==> src/rtl/alu_wb_handshake_if.sv <==
// ALU-result / register-file writeback bundle.
// slave = writeback stage view, master = ALU + register file view.
interface alu_wb_handshake_if;
  logic        in_valid;
  logic        in_ready;
  logic [31:0] in_result;
  logic [4:0]  in_rd;
  logic        in_we;
  logic        in_set_flags;
  logic        in_zero;
  logic        in_neg;
  logic        in_carry;
  logic        in_ovf;
  logic        wb_req;
  logic        wb_ack;
  logic [4:0]  wb_addr;
  logic [31:0] wb_data;
  logic [3:0]  flags;
  logic        wb_busy;
  logic        wb_err;

  modport slave (
    input  in_valid, in_result, in_rd, in_we,
    input  in_set_flags, in_zero, in_neg,
    input  in_carry, in_ovf, wb_ack,
    output in_ready, wb_req, wb_addr, wb_data,
    output flags, wb_busy, wb_err
  );

  modport master (
    output in_valid, in_result, in_rd, in_we,
    output in_set_flags, in_zero, in_neg,
    output in_carry, in_ovf, wb_ack,
    input  in_ready, wb_req, wb_addr, wb_data,
    input  flags, wb_busy, wb_err
  );
endinterface

==> src/rtl/alu_wb_handshake.sv <==
// ALU writeback stage: result FIFO, flags register and
// 4-phase req/ack delivery to the register file.
module alu_wb_handshake #(
  parameter int DEPTH       = 2,
  parameter int SYNC_STAGES = 2,
  parameter int TIMEOUT     = 255
) (
  input logic              clk,
  input logic              rst_n,
  alu_wb_handshake_if.slave bus
);

  localparam int AW = $clog2(DEPTH);
  localparam int CW = AW + 1;

  typedef struct packed {
    logic [4:0]  rd;
    logic [31:0] data;
  } wb_ent_t;

  typedef enum logic [1:0] {
    S_IDLE,
    S_REQ,
    S_REL
  } state_t;

  wb_ent_t          r_mem [DEPTH];
  logic [AW-1:0]    r_wptr;
  logic [AW-1:0]    r_rptr;
  logic [CW-1:0]    r_cnt;
  logic [SYNC_STAGES-1:0] r_sync;
  state_t           r_state;
  logic             r_req;
  logic [4:0]       r_addr;
  logic [31:0]      r_data;
  logic [3:0]       r_flags;
  logic             r_err;
  logic [7:0]       r_tmo;

  logic    w_full;
  logic    w_empty;
  logic    w_acc;
  logic    w_push;
  logic    w_pop;
  logic    w_ack;
  logic    w_tmo_hit;
  logic    w_tmo_sat;
  wb_ent_t w_head;

  assign w_full    = (r_cnt == CW'(DEPTH));
  assign w_empty   = (r_cnt == '0);
  assign w_acc     = bus.in_valid & ~w_full;
  assign w_push    = w_acc & bus.in_we
                   & (bus.in_rd != 5'd0);
  assign w_ack     = r_sync[SYNC_STAGES-1];
  assign w_pop     = (r_state == S_REQ) & w_ack;
  assign w_head    = r_mem[r_rptr];
  assign w_tmo_hit = (r_tmo == 8'(TIMEOUT - 1));
  assign w_tmo_sat = (r_tmo == 8'(TIMEOUT));

  assign bus.in_ready = ~w_full;
  assign bus.wb_req   = r_req;
  assign bus.wb_addr  = r_addr;
  assign bus.wb_data  = r_data;
  assign bus.flags    = r_flags;
  assign bus.wb_err   = r_err;
  assign bus.wb_busy  = ~w_empty
                      | (r_state != S_IDLE);

  // Ack may be asynchronous; nothing reads it before the last stage.
  always_ff @(posedge clk or negedge rst_n) begin
    if (!rst_n) begin
      r_sync <= '0;
    end else begin
      r_sync <= {r_sync[SYNC_STAGES-2:0],
                 bus.wb_ack};
    end
  end

  always_ff @(posedge clk or negedge rst_n) begin
    if (!rst_n) begin
      r_wptr <= '0;
      r_rptr <= '0;
      r_cnt  <= '0;
      for (int i = 0; i < DEPTH; i++) begin
        r_mem[i] <= '0;
      end
    end else begin
      if (w_push) begin
        r_mem[r_wptr] <= '{rd:   bus.in_rd,
                           data: bus.in_result};
        r_wptr <= r_wptr + AW'(1);
      end
      if (w_pop) begin
        r_rptr <= r_rptr + AW'(1);
      end
      r_cnt <= r_cnt + CW'(w_push) - CW'(w_pop);
    end
  end

  // Flags track every accepted op, regardless of writeback.
  always_ff @(posedge clk or negedge rst_n) begin
    if (!rst_n) begin
      r_flags <= '0;
    end else if (w_acc & bus.in_set_flags) begin
      r_flags <= {bus.in_zero, bus.in_neg,
                  bus.in_carry, bus.in_ovf};
    end
  end

  always_ff @(posedge clk or negedge rst_n) begin
    if (!rst_n) begin
      r_state <= S_IDLE;
      r_req   <= 1'b0;
      r_addr  <= '0;
      r_data  <= '0;
      r_err   <= 1'b0;
      r_tmo   <= '0;
    end else begin
      unique case (r_state)
        S_IDLE: begin
          if (!w_empty) begin
            r_addr  <= w_head.rd;
            r_data  <= w_head.data;
            r_req   <= 1'b1;
            r_tmo   <= '0;
            r_state <= S_REQ;
          end
        end
        S_REQ: begin
          if (w_ack) begin
            r_req   <= 1'b0;
            r_tmo   <= '0;
            r_state <= S_REL;
          end else begin
            if (!w_tmo_sat) r_tmo <= r_tmo + 8'd1;
            if (w_tmo_hit)  r_err <= 1'b1;
          end
        end
        S_REL: begin
          if (!w_ack) begin
            r_tmo   <= '0;
            r_state <= S_IDLE;
          end else begin
            if (!w_tmo_sat) r_tmo <= r_tmo + 8'd1;
            if (w_tmo_hit)  r_err <= 1'b1;
          end
        end
        default: begin
          r_req   <= 1'b0;
          r_state <= S_IDLE;
        end
      endcase
    end
  end

endmodule

==> src/flat_wrapper.sv <==
// flat-port wrapper written by rule: the top's interface ports become plain ports
module alu_wb_handshake_flat 
#(
  parameter int DEPTH       = 2,
  parameter int SYNC_STAGES = 2,
  parameter int TIMEOUT     = 255
)
  (clk, rst_n, bus_in_valid, bus_in_result, bus_in_rd, bus_in_we, bus_in_set_flags, bus_in_zero, bus_in_neg, bus_in_carry, bus_in_ovf, bus_wb_ack, bus_in_ready, bus_wb_req, bus_wb_addr, bus_wb_data, bus_flags, bus_wb_busy, bus_wb_err);
  alu_wb_handshake_if bus_i ();
  input logic clk;
  input logic rst_n;
  input wire logic [$bits(bus_i.in_valid)-1:0] bus_in_valid;
  input wire logic [$bits(bus_i.in_result)-1:0] bus_in_result;
  input wire logic [$bits(bus_i.in_rd)-1:0] bus_in_rd;
  input wire logic [$bits(bus_i.in_we)-1:0] bus_in_we;
  input wire logic [$bits(bus_i.in_set_flags)-1:0] bus_in_set_flags;
  input wire logic [$bits(bus_i.in_zero)-1:0] bus_in_zero;
  input wire logic [$bits(bus_i.in_neg)-1:0] bus_in_neg;
  input wire logic [$bits(bus_i.in_carry)-1:0] bus_in_carry;
  input wire logic [$bits(bus_i.in_ovf)-1:0] bus_in_ovf;
  input wire logic [$bits(bus_i.wb_ack)-1:0] bus_wb_ack;
  output wire logic [$bits(bus_i.in_ready)-1:0] bus_in_ready;
  output wire logic [$bits(bus_i.wb_req)-1:0] bus_wb_req;
  output wire logic [$bits(bus_i.wb_addr)-1:0] bus_wb_addr;
  output wire logic [$bits(bus_i.wb_data)-1:0] bus_wb_data;
  output wire logic [$bits(bus_i.flags)-1:0] bus_flags;
  output wire logic [$bits(bus_i.wb_busy)-1:0] bus_wb_busy;
  output wire logic [$bits(bus_i.wb_err)-1:0] bus_wb_err;
  assign bus_i.in_valid = bus_in_valid;
  assign bus_i.in_result = bus_in_result;
  assign bus_i.in_rd = bus_in_rd;
  assign bus_i.in_we = bus_in_we;
  assign bus_i.in_set_flags = bus_in_set_flags;
  assign bus_i.in_zero = bus_in_zero;
  assign bus_i.in_neg = bus_in_neg;
  assign bus_i.in_carry = bus_in_carry;
  assign bus_i.in_ovf = bus_in_ovf;
  assign bus_i.wb_ack = bus_wb_ack;
  assign bus_in_ready = bus_i.in_ready;
  assign bus_wb_req = bus_i.wb_req;
  assign bus_wb_addr = bus_i.wb_addr;
  assign bus_wb_data = bus_i.wb_data;
  assign bus_flags = bus_i.flags;
  assign bus_wb_busy = bus_i.wb_busy;
  assign bus_wb_err = bus_i.wb_err;
  alu_wb_handshake #(.DEPTH(DEPTH), .SYNC_STAGES(SYNC_STAGES), .TIMEOUT(TIMEOUT)) u_core (.clk(clk), .rst_n(rst_n), .bus(bus_i));
endmodule
==> config.mk <==
export PLATFORM = sky130hd
export DESIGN_NAME = alu_wb_handshake_flat
export DESIGN_NICKNAME = d
export VERILOG_FILES = /design/src/rtl/alu_wb_handshake_if.sv /design/src/rtl/alu_wb_handshake.sv /design/src/flat_wrapper.sv
export SDC_FILE = /design/constraint.sdc
export NUM_CORES = 1
export LEC_CHECK = 0
export CORE_ASPECT_RATIO = 0.9
export CORE_MARGIN = 5
export CORE_UTILIZATION = 54
export CTS_CLUSTER_DIAMETER = 80
export DETAILED_ROUTE_END_ITERATION = 6
export PLACE_DENSITY = 0.88
export SYNTH_ARGS = -nofsm -noshare
export SYNTH_HDL_FRONTEND = slang
export SYNTH_SLANG_ARGS = --single-unit
==> constraint.sdc <==
create_clock -name clk -period 2 [get_ports clk]
set_input_delay 0.4 -clock clk [delete_from_list [all_inputs] [get_ports clk]]
set_output_delay 0.4 -clock clk [all_outputs]
set_load 0.1 [all_outputs]
==> results of run 1 <==
## worst max-delay path, cell delays in order
cell and delay (ns):
clkdlybuf4s50_1 0.44, or4_4 0.56, o21ai_4 0.21, nor2_1 0.09, ha_1 0.21, xnor2_1 0.19
xnor2_1 0.15
## timing repair
action | CTS | global route
setup endpoints to repair | 1 | 1
setup buffers | 0 | 0
gates cloned | 0 | 0
hold endpoints to repair | 32 | 0
gates resized for setup | 2 | 1
pin swaps | 0 | 0
hold buffers | 1 | 0
## routing by layer
layer / share of wire / track usage / up-vias
met3: 0.058 / 0.0732 / 21
li1: - / - / 1706
met4: 0.019 / 0.0916 / 0
met5: 0 / 0 / -
met2: 0.50 / 0.332 / 100
met1: 0.43 / 0.239 / 1840
## through the flow
step / hold WS (ns) / instance area, um^2 / instances
6_report: 0.349 / 7570 / 680
5_1_grt: 0.362 / 7570 / 680
4_1_cts: 0.348 / 7560 / 680
3_5_place_dp: 0.336 / 6960 / 647
3_3_place_gp: 0.336 / 6960 / 647
2_1_floorplan: 0.104 / 5830 / 424
## cell usage after synthesis (2+ instances only)
| cell type | number |
|---|---|
| a21oi_1 | 10 |
| a31o_2 | 3 |
| a41oi_1 | 2 |
| buf_2 | 3 |
| buf_6 | 6 |
| clkbuf_1 | 10 |
| dfrtp_1 | 133 |
| ha_1 | 9 |
| inv_1 | 9 |
| mux2_2 | 19 |
| mux2_4 | 60 |
| mux2i_1 | 37 |
| nand2_1 | 46 |
| nand3_1 | 4 |
| nand4_1 | 2 |
| nor2_1 | 5 |
| nor3_4 | 2 |
| o21a_1 | 2 |
| o21ai_0 | 42 |
| xnor2_1 | 4 |
## layout make-up
type	instances	area (um^2)	share of cell area
inverter	9	33.8	0.00447
clock buffer	19	453	0.0599
multi-input combinational	263	2370	0.314
tap	133	166	0.0220
clock inverter	13	131	0.0174
timing repair buffer	110	1080	0.143
sequential	133	3330	0.440
## logic make-up (layout without fill, tap and decap cells)
kind of cell	count (synthesis)	count (layout)	share of synthesized area
multiplexers	116	116	0.255
flip-flops	133	133	0.572
buffers and inverters	28	151	0.0264
adder cells (fa/ha/maj)	9	9	0.0193
AND/OR/NAND/NOR	66	66	0.0522
XOR/XNOR	4	4	0.00602
AO/OA/AOI/OAI	68	68	0.0692
## sequential cells by signal, indices dropped and copies added, names as in the netlist
| signal | count |
|---|---|
| u_core.r_rptr | 1 |
| u_core.r_state | 2 |
| u_core.bus.wb_addr | 5 |
| u_core.bus.wb_data | 32 |
| u_core.r_mem | 74 |
| u_core.r_wptr | 1 |
| u_core.bus.wb_err | 1 |
| u_core.bus.wb_req | 1 |
| u_core.r_sync | 2 |
| u_core.r_tmo | 8 |
| u_core.r_cnt | 2 |
| u_core.bus.flags | 4 |
## worst paths after layout
check,startpoint,cells after the start,endpoint
max,bus_in_rd[2],7,u_core.r_cnt[1]
min,u_core.r_sync[0],0,u_core.r_sync[1]
max reg2reg,u_core.r_cnt[0],5,u_core.r_mem[37]
min reg2reg,u_core.r_sync[0],0,u_core.r_sync[1]
max in group asynchronous,rst_n,3,u_core.r_mem[3]
min in group asynchronous,rst_n,2,u_core.r_mem[14]
==> impl_metrics.ini, run 1 <==
[status]
status = completed

[layout]
num_antenna_cells = 0
drive_gt1_frac = 0.346
final_nets = 590
utilization = 0.709
layout_common_cells = dfrtp_1, mux2_4, buf_4
layout_commonest_cell = dfrtp_1
syn_to_final_growth_pct = 30.0
fill_cells = 668

[route]
drt_iter0_drc = 204
routed_wl_um = 12200
via_per_inst = 5.39
drcViolationCount = 0
post_drt_wl_per_cell_um = 18.0
drt.antenna.violating_nets = 0
first_pass_iters = 4
dr_total_vias = 3667

[clock_tree]
cts.sinks = 133
htree_levels = 4
clk_pin_slew_worst_paths_ns = 0.06
cts-root-buf = clkbuf_16
tritoncts = done
cts_buffers = 17
cts_buffer_depth = 2
clk_latency_ns = 0.41

[floorplanning]
die_area_um2 = 13000
die_w_um = 119
num_rows = 36
initial_core_util = 0.545
ios = 92
die_h_um = 109
core_um2 = 10700

[synthesis]
synth_area_um2 = 5820
syn-num-nets = 480
ys.flop_type = dfrtp_1
synth_top_area_frac = 0.572
synthArstFlopShare = 1.00
ys_top_cells_by_area = dfrtp_1, mux2_4, mux2i_1, mux2_2, o21ai_0
yosys_warnings = 0
synth.distinct_cells = 36
synth-edff-count = 0
synth_area_leader_cell = dfrtp_1
seq_area_frac_synth = 0.572
ys_seq_elements = 133
syn_avg_cell_area_um2 = 13.7
postSynthCellCount = 424

[worst_setup_path]
worst_setup_path_end_kind = flip-flop
worstSetupPathType = in2reg
critPathRequiredTime_ns = 2.34
critical_path.max_fanout = 3
cp-start-kind = primary input
ff2ff_setup_slack_ns = 0.15
worstPathArrival_ns = 2.25

[grt]
track_usage = 0.201
overflow = 0
grt_max_degree = 44
grt_pass1_vias = 4116
grt_pass1_wl_um = 20200
antenna_found_initial = 0

[place]
routabilityCongestion = 0.797
dp_hpwl_um = 8190
io_buffer_count = 91
place_ws_ns = -0.341

[sta]
tightest_slew_ns = 0.573
hold_violations = 0
max_slew_margin = 0.616
setup_viol = 0
finalCritPeriodShare = 0.957
period_needed_ns = 1.91
finClkSkew_ns = 0.00714
max_freq_mhz = 522
worst_slack_ns = 0.0854
tns_ns = 0
drv_slew = 0
rsz0062_at_grt = false

[job]
max_cap_violations = 0

[worst_hold_path]
hold_class = reg2reg
Power of run 1 is not shown: default switching activity piles up to over one toggle a cycle in this logic, so the estimate is an artifact.
==> inputs of run 2 (changes only) <==
ABC_AREA = 1   (was default)
CELL_PAD_IN_SITES_DETAIL_PLACEMENT = 0   (was default)
CELL_PAD_IN_SITES_GLOBAL_PLACEMENT = 1   (was default)
CORE_UTILIZATION = 40   (was 54)
PLACE_DENSITY = 0.87   (was 0.88)
==> run 2 against run 1 <==
  * Fmax up 1.3%
  * Register-to-register slack better by 0.17 ns
  * Critical path depth down 3
  * Core utilization is 19 points lower
  * Critical endpoint is now bus_wb_busy
  * Clock skew about the same
  * Die area grew 35%
  * Highest routed layer unchanged
  * Design area grew 0.93%
  * First-iteration DRC count rose by 77%
  * Non-clock buffer count up 3
  * Via count rose by 40%
==> impl_metrics.ini, run 2 <==
[synthesis]
syn-num-nets = 745
synth.most_common_cell = nand2_1
synth-edff-count = 0
yosys_warnings = 0
ys.flop_type = dfrtp_1
synthArstFlopShare = 1.00
ys_top_cells_by_area = dfrtp_1, nand2_1, nand4_1, a31oi_1, nor2_1
synth.distinct_cells = 25
postSynthCellCount = 689
synth_area_leader_cell = dfrtp_1
netlist_top_cells_count = nand2_1, dfrtp_1, nand4_1, nor2_1, a31oi_1
syn_avg_cell_area_um2 = 8.65
synth_top_area_frac = 0.558
synth_area_um2 = 5960
seq_area_frac_synth = 0.558
ys_seq_elements = 133

[sta]
hold_violations = 0
rsz0062_at_grt = false
max_slew_margin = 0.654
finClkSkew_ns = 0.00729
drv_slew = 0
tightest_slew_ns = 0.519
setup_viol = 0
finalCritPeriodShare = 0.945
max_freq_mhz = 529
tns_ns = 0
period_needed_ns = 1.89
worst_slack_ns = 0.110

[layout]
layout_common_cells = nand2_1, dfrtp_1, nand4_1
largest_register = u_core.r_mem
largest_register_ffs = 74
drive_gt1_frac = 0.139
fill_cells = 1310
final_cell_area_um2 = 7640
syn_to_final_growth_pct = 28.1
num_antenna_cells = 0
layout_commonest_cell = nand2_1
final_nets = 829

[worst_setup_path]
crit_slowest_cell = dfrtp_1
worstPathCellList = inv_1 > ha_1 > nand2_2 > buf_12
cp-start-kind = flip-flop
slowest_delay_ns = 0.41
worst_setup_path_end_kind = primary output
worstPathArrival_ns = 1.49
critical_path.max_fanout = 4
critPathRequiredTime_ns = 1.60
worstSetupPathType = reg2out

[floorplanning]
die_w_um = 139
core_um2 = 14700
initial_core_util = 0.406
die_area_um2 = 17400
ios = 92
num_rows = 42
die_h_um = 126

[job]
max_cap_violations = 0

[route]
drcViolationCount = 0
drt.antenna.violating_nets = 0
via_per_inst = 5.21
routed_wl_um = 15200
dr_total_vias = 5126
post_drt_wl_per_cell_um = 15.4
first_pass_iters = 5
drt_iter0_drc = 361

[clock_tree]
postCtsSetupRepairBufs = 0
tritoncts = done
cts_buffer_depth = 2
cts_buffers = 17
cts-root-buf = clkbuf_16
clk_latency_ns = 0.42
htree_levels = 4
clk_pin_slew_worst_paths_ns = 0.05
cts.sinks = 133

[status]
status = completed

[grt]
grt_max_degree = 75
grt_pass1_wl_um = 25000
antenna_found_initial = 0
overflow = 0
track_usage = 0.177
grt_pass1_vias = 5091

[place]
routabilityCongestion = 0.822
dpl_cell_area_um2 = 6990
io_buffer_count = 91
dp_hpwl_um = 9680
place_ws_ns = 0.0223

[worst_hold_path]
hold_class = reg2reg
## run 2: cell count changes after synthesis, moves of 7 or more
cell,delta
buf_2,+20
mux2i_1,-37
mux2_4,-60
a21oi_1,-9
nor2_1,+45
a31oi_1,+36
nand2_1,+226
nand4_1,+73
inv_1,+18
nand3_1,+7
mux2_2,-19
o21ai_0,-28
## run 2: final cells by class
class	count	area [um^2]	share of cell area
Sequential cell	133	3330	0.436
Multi-Input combinational cell	480	2250	0.295
Timing Repair Buffer	113	1070	0.140
Clock buffer	19	453	0.0593
Tap cell	198	248	0.0324
Clock inverter	13	180	0.0236
Inverter	28	105	0.0138
## run 2: path summary, 6_finish.rpt
kind | startpoint | endpoint | slack (ns) | depth (start not counted)
setup / recovery | u_core.r_state[1] | bus_wb_busy | 0.11 | 4
hold / removal | u_core.r_sync[0] | u_core.r_sync[1] | 0.35 | 0
setup reg to reg | u_core.r_state[1] | u_core.bus.wb_data[1] | 0.32 | 7
hold reg to reg | u_core.r_sync[0] | u_core.r_sync[1] | 0.35 | 0
max in group asynchronous | rst_n | u_core.r_mem[42] | 0.90 | 3
min in group asynchronous | rst_n | u_core.bus.wb_addr[3] | 0.52 | 2
## run 2: per-stage QoR
stage	utilization	hold slack (ns)	std cells
3_3_place_gp	0.477	0.337	951
6_report	0.521	0.347	984
2_1_floorplan	-	0.104	689
5_1_grt	0.521	0.356	984
3_5_place_dp	0.477	0.337	951
4_1_cts	0.521	0.350	984
## run 2: layer usage
metal  up-vias  routed length, um  global-route usage
met5         -                  0                   0
met4         0                373              0.0777
met3        27                829              0.0474
met2       161               7270               0.286
met1      2474               6730               0.225
li1       2464                  -                   -
## run 2: timing repair
item	CTS	global route
hold endpoints to repair	50	0
gates resized for setup	0	1
hold buffers	1	0
endpoints found under the setup margin	0	1
## run 2: logic make-up after synthesis
logic type	after synthesis	synth area share
buf+inv	76	0.0647
fa+ha+maj	9	0.0189
flops	133	0.558
simple gates	413	0.298
xor+xnor	3	0.00441
compound gates	55	0.0552
## run 2: critical path, delay by kind of cell (launching register included)
family / cells / cell delay (ns)
flip-flops: 1 / 0.41
adder cells (fa/ha/maj): 1 / 0.24
buffers and inverters: 2 / 0.30
AND/OR/NAND/NOR: 1 / 0.12
Power of run 2 is left out for the same reason.
